[config.mk]
export PLATFORM = sky130hd
export DESIGN_NAME = prog_loader
export DESIGN_NICKNAME = d
export VERILOG_FILES = /design/src/rtl/prog_loader.sv
export SDC_FILE = /design/constraint.sdc
export NUM_CORES = 1
export LEC_CHECK = 0
export CORE_UTILIZATION = 50
export CTS_CLUSTER_SIZE = 8
export DETAILED_ROUTE_END_ITERATION = 8
export MAX_ROUTING_LAYER = met4
export PLACE_DENSITY = 0.73
export SKIP_LAST_GASP = 1
export SLEW_MARGIN = 20
export SYNTH_ARGS = -nofsm -noshare
export SYNTH_HDL_FRONTEND = slang
export SYNTH_SLANG_ARGS = --single-unit
[constraint.sdc]
create_clock -name clk -period 2.55 [get_ports clk]
set_input_delay 0.3825 -clock clk [delete_from_list [all_inputs] [get_ports clk]]
set_output_delay 0.3825 -clock clk [all_outputs]
set_load 0.01 [all_outputs]
[src/rtl/prog_loader.sv]
// prog_loader: streams a program image into instruction memory ahead of CPU start.
//
// The stream is a word count N, then N words sent most-significant byte first,
// then an 8-bit additive checksum of the payload bytes. Each assembled word is
// written to sequential addresses starting at 0. The CPU is held in reset until
// the checksum matches.
//
// State table
//   state  | meaning
//   S_LEN  | waiting for the word-count byte
//   S_DATA | collecting payload bytes, writing one word per INSTR_W/8 bytes
//   S_CHK  | waiting for the checksum byte
//   S_RUN  | load good, CPU released (terminal)
//   S_FAIL | oversize count or bad checksum, CPU held (terminal until reset)
//
// Ports
//   clk, reset           clock, asynchronous active-high reset
//   in_valid/in_data     byte stream source
//   in_ready             loader can accept a byte (decoded from state only)
//   mem_we/mem_addr/
//   mem_wr_data          one-cycle instruction-memory write
//   cpu_reset            CPU core reset, low only in S_RUN
//   done / error         load passed / load failed
module prog_loader #(
   parameter int INSTR_W = 16,
   parameter int ADDR_W  = 5
) (
   input  logic               clk,
   input  logic               reset,
   input  logic               in_valid,
   input  logic [7:0]         in_data,
   output logic               in_ready,
   output logic               mem_we,
   output logic [ADDR_W-1:0]  mem_addr,
   output logic [INSTR_W-1:0] mem_wr_data,
   output logic               cpu_reset,
   output logic               done,
   output logic               error
);

   localparam int          BYTES     = INSTR_W / 8;
   localparam logic [2:0]  LAST_BYTE = 3'(BYTES - 1);
   localparam logic [31:0] CAP       = 32'd1 << ADDR_W;

   typedef enum logic [2:0] {S_LEN, S_DATA, S_CHK, S_RUN, S_FAIL} state_t;

   state_t             state, state_nxt;
   logic               accept;
   logic               word_done;
   logic [7:0]         n_words;
   logic [7:0]         sum;
   logic [2:0]         byte_cnt;
   logic [8:0]         word_idx;
   logic [INSTR_W-1:0] word_reg;
   logic [INSTR_W-1:0] word_nxt;

   assign accept    = in_valid & in_ready;
   // Concatenate then truncate so INSTR_W=8 needs no special case.
   assign word_nxt  = INSTR_W'({word_reg, in_data});
   assign word_done = (state == S_DATA) && accept && (byte_cnt == LAST_BYTE);

   always_ff @(posedge clk or posedge reset) begin
      if (reset) state <= S_LEN;
      else       state <= state_nxt;
   end

   always_comb begin
      state_nxt = state;
      case (state)
         S_LEN: begin
            if (accept) begin
               if ({24'd0, in_data} > CAP) state_nxt = S_FAIL;
               else if (in_data == 8'd0)   state_nxt = S_CHK;
               else                        state_nxt = S_DATA;
            end
         end
         S_DATA: begin
            if (word_done && ((word_idx + 9'd1) == {1'b0, n_words})) state_nxt = S_CHK;
         end
         S_CHK: begin
            if (accept) state_nxt = (in_data == sum) ? S_RUN : S_FAIL;
         end
         default: state_nxt = state;
      endcase
   end

   always_ff @(posedge clk or posedge reset) begin
      if (reset) begin
         n_words     <= '0;
         sum         <= '0;
         byte_cnt    <= '0;
         word_idx    <= '0;
         word_reg    <= '0;
         mem_we      <= 1'b0;
         mem_addr    <= '0;
         mem_wr_data <= '0;
      end else begin
         mem_we <= 1'b0;
         case (state)
            S_LEN: begin
               if (accept) begin
                  n_words  <= in_data;
                  sum      <= '0;
                  byte_cnt <= '0;
                  word_idx <= '0;
                  word_reg <= '0;
               end
            end
            S_DATA: begin
               if (accept) begin
                  sum      <= sum + in_data;
                  word_reg <= word_nxt;
                  if (byte_cnt == LAST_BYTE) begin
                     byte_cnt    <= '0;
                     mem_we      <= 1'b1;
                     mem_addr    <= ADDR_W'(word_idx);
                     mem_wr_data <= word_nxt;
                     word_idx    <= word_idx + 9'd1;
                  end else begin
                     byte_cnt <= byte_cnt + 3'd1;
                  end
               end
            end
            default: ;
         endcase
      end
   end

   // Status outputs are registered from the next state so they change on the
   // same edge as the state they describe.
   always_ff @(posedge clk or posedge reset) begin
      if (reset) begin
         in_ready  <= 1'b1;
         cpu_reset <= 1'b1;
         done      <= 1'b0;
         error     <= 1'b0;
      end else begin
         in_ready  <= (state_nxt == S_LEN) || (state_nxt == S_DATA) || (state_nxt == S_CHK);
         cpu_reset <= (state_nxt != S_RUN);
         done      <= (state_nxt == S_RUN);
         error     <= (state_nxt == S_FAIL);
      end
   end

endmodule

==> flow_summary.ini <==
[global_routing]
grt_pass1_wl_um = 11400
antenna_found_initial = 0
grt_pass1_vias = 2432
grt_max_degree = 66
grtUsageTotal_pct = 24.0
gr-total-overflow = 0

[cells_and_area]
fin_nets = 387
final_common_cell = nand2_1
reg_top3 = mem_wr_data (16), word_idx (9)
multi_input_area_um2 = 1400
syn2layout_area_growth_pct = 25.7
seqCellArea_um2 = 1630
drive_gt1_share_pct = 14.8
fillers = 498
final_cell_mix = nand2_1 (76), dfrtp_1 (63), clkdlybuf4s50_1 (36)
largest-register = mem_wr_data
post-route-util_pct = 65.8
largest_reg_flops = 16
antenna_cells = 0

[power]
swShare_pct = 30.6
p_leak_nw = 1.88
power_switching_uw = 935
p_comb_share_pct = 26.1
p_per_area_nw_per_um2 = 779
power.internal_mw = 2.12
clock_power_share_pct = 29.6
ir_drop_mv = 0.498
power_frac_seq_pct = 44.4

[setup_path]
setup.worst_path.end = done
start_kind = flip-flop
cpMaxStageDelayCell = dfrtp_1
critPathLaunch = word_idx[1]
crit_fanout = 5
cp_cell_sequence = ha_1 -> nand3_1 -> or3_1 -> a2111oi_4 -> nand4_1 -> a31o_1 -> and3_1
cp_num_buf_inv = 0
end_kind = flip-flop
r2r-end = done
worst-endpoint-arrival_ns = 2.63
cp_num_cells = 7
cp.required_ns = 2.79
ff2ff_path_depth = 7
crit_type = flip-flop to flip-flop
reg2reg_slack_ns = 0.16
slowest_delay_ns = 0.44
cp_top_family = simple AND/OR/NAND/NOR gates
r2r-start = word_idx[1]

[run]
cap_violations = 0

[floorplan]
dieWidth_um = 80.9
die_area_um2 = 6550
num_rows = 28
io_pins = 37
coreArea_um2 = 5960
fp.dieH_um = 80.9
start_util_pct = 52.3

[clocking]
hold_buffers = 0
clock_latency_ns = 0.35
clk_path_buf_depth = 2
post_cts_buffers = 0
ctsResizeCount = 0
clock-root-buffer = clkbuf_8
htreeDepth = 3
clock-sinks = 65
path_clk_slew_ns = 0.08
cts_inserted_buffers = 9
cts_tree = done

[logic_synthesis]
async_flop_share_pct = 100
netlist_area_um2 = 3120
ys_ff_latch = 65
synthTopCellsByArea = dfrtp_1 (51%), nand2_1 (9.2%), a22o_1 (4.2%), xnor2_1 (3.4%), mux2_2 (3.3%)
ys.flop_type = dfrtp_1
postSynthCellCount = 310
yosysSeqAreaShare_pct = 52.3
yosysTopAreaCellShare_pct = 50.6
synth_edf_count = 0
synth_area_per_cell_um2 = 10.0
syn-num-nets = 330
yosysUniqueCellTypes = 46
synth_area_leader_cell = dfrtp_1
yosys_warnings = 0

[timing]
setup_viol = 0
max_freq_mhz = 418
slew_headroom_pct = 63.9
maxSlewViolCount = 0
post-route-min-period_ns = 2.39
skew_ns = 0.00709
rsz0062_at_grt = false
finalHoldViolations = 0
period_share_pct = 93.9
tightest_slew_ns = 0.539
timing.hold.ws_ns = 0.423
fin_setup_tns_ns = 0

[place]
gp_congestion = 0.894
portBuffers = 36
dpl.hpwl_um = 4660

[worst_hold_path]
hold_path_class = input port to async pin

[route]
wl_um = 6590
drc = 0
via_per_inst = 5.46
vias = 2439
wire_per_inst_um = 14.8
firstDrtPassIters = 4
drt-initial-drc-count = 157
ant_nets = 0

[outcome]
outcome = complete, no violations
[power by group through the flow]
stage / registers [mW] / logic [mW] / clock network [mW]
finish: 1.35 / 0.796 / 0.902
floorplan: 1.34 / 0.541 / 0
detailed placement: 1.37 / 0.794 / 0
global placement: 1.37 / 0.771 / 0
CTS: 1.35 / 0.800 / 0.923
global route: 1.38 / 0.883 / 0.969
[worst min-delay path: stages]
cell and delay (ns):
clkdlybuf4s50_1 0.41, inv_2 0.07, buf_12 0.30
[through the flow]
step | setup slack [ns] | instances | area, um^2 | total power [mW]
2_1_floorplan | 0.292 | 310 | 3120 | 1.89
3_3_place_gp | -0.0429 | 431 | 3710 | 2.14
3_5_place_dp | -0.0831 | 431 | 3710 | 2.17
4_1_cts | 0.160 | 447 | 3920 | 3.08
5_1_grt | 0.0410 | 447 | 3920 | 3.23
6_report | 0.156 | 447 | 3920 | 3.05
[kinds of logic (layout without fill, tap and decap cells)]
| family | Yosys count | in the layout | share of synthesized area [%] |
|---|---|---|---|
| fa+ha+maj | 9 | 9 | 3.86 |
| xor+xnor | 18 | 18 | 5.06 |
| flops | 65 | 65 | 52.3 |
| buf+inv | 20 | 82 | 2.89 |
| mux | 9 | 9 | 3.25 |
| compound gates | 57 | 57 | 13.4 |
| simple gates | 132 | 132 | 19.2 |
[final cells by class]
type	count	share of cell area, %
Multi-Input combinational cell	225	35.6
Sequential cell	65	41.6
Clock buffer	9	3.16
Timing Repair Buffer	61	14.6
Tap cell	75	2.40
Inverter	5	0.479
Clock inverter	7	2.11
[per-layer routing]
metal | track usage, % | share of wire, %
met5 | - | 0
met3 | 5.17 | 3.1
met1 | 31.0 | 46
met2 | 38.4 | 50
met4 | 6.25 | 1.2
[cells in the mapped netlist, drive strengths merged (6+ instances only)]
cell	n
nor3	7
xor2	6
buf	9
o21ai	17
ha	8
mux2	9
xnor2	12
dfrtp	63
a22o	15
clkbuf	6
nand2	76
a21oi	7
nand3	6
nor2	19
[how the worst min path moves through the flow]
stage                                 end  cells after the start         from  slack [ns]
final                     mem_wr_data[15]                      3        reset        0.42
after global routing      mem_wr_data[15]                      3        reset        0.46
after CTS                     mem_addr[3]                      3        reset        0.44
after detailed placement   mem_wr_data[8]                      2  word_reg[0]        0.46
after global placement     mem_wr_data[8]                      2  word_reg[0]        0.46
after floorplan           mem_wr_data[10]                      2  word_reg[2]        0.44
Note: power is estimated with default switching activity, not from simulation.
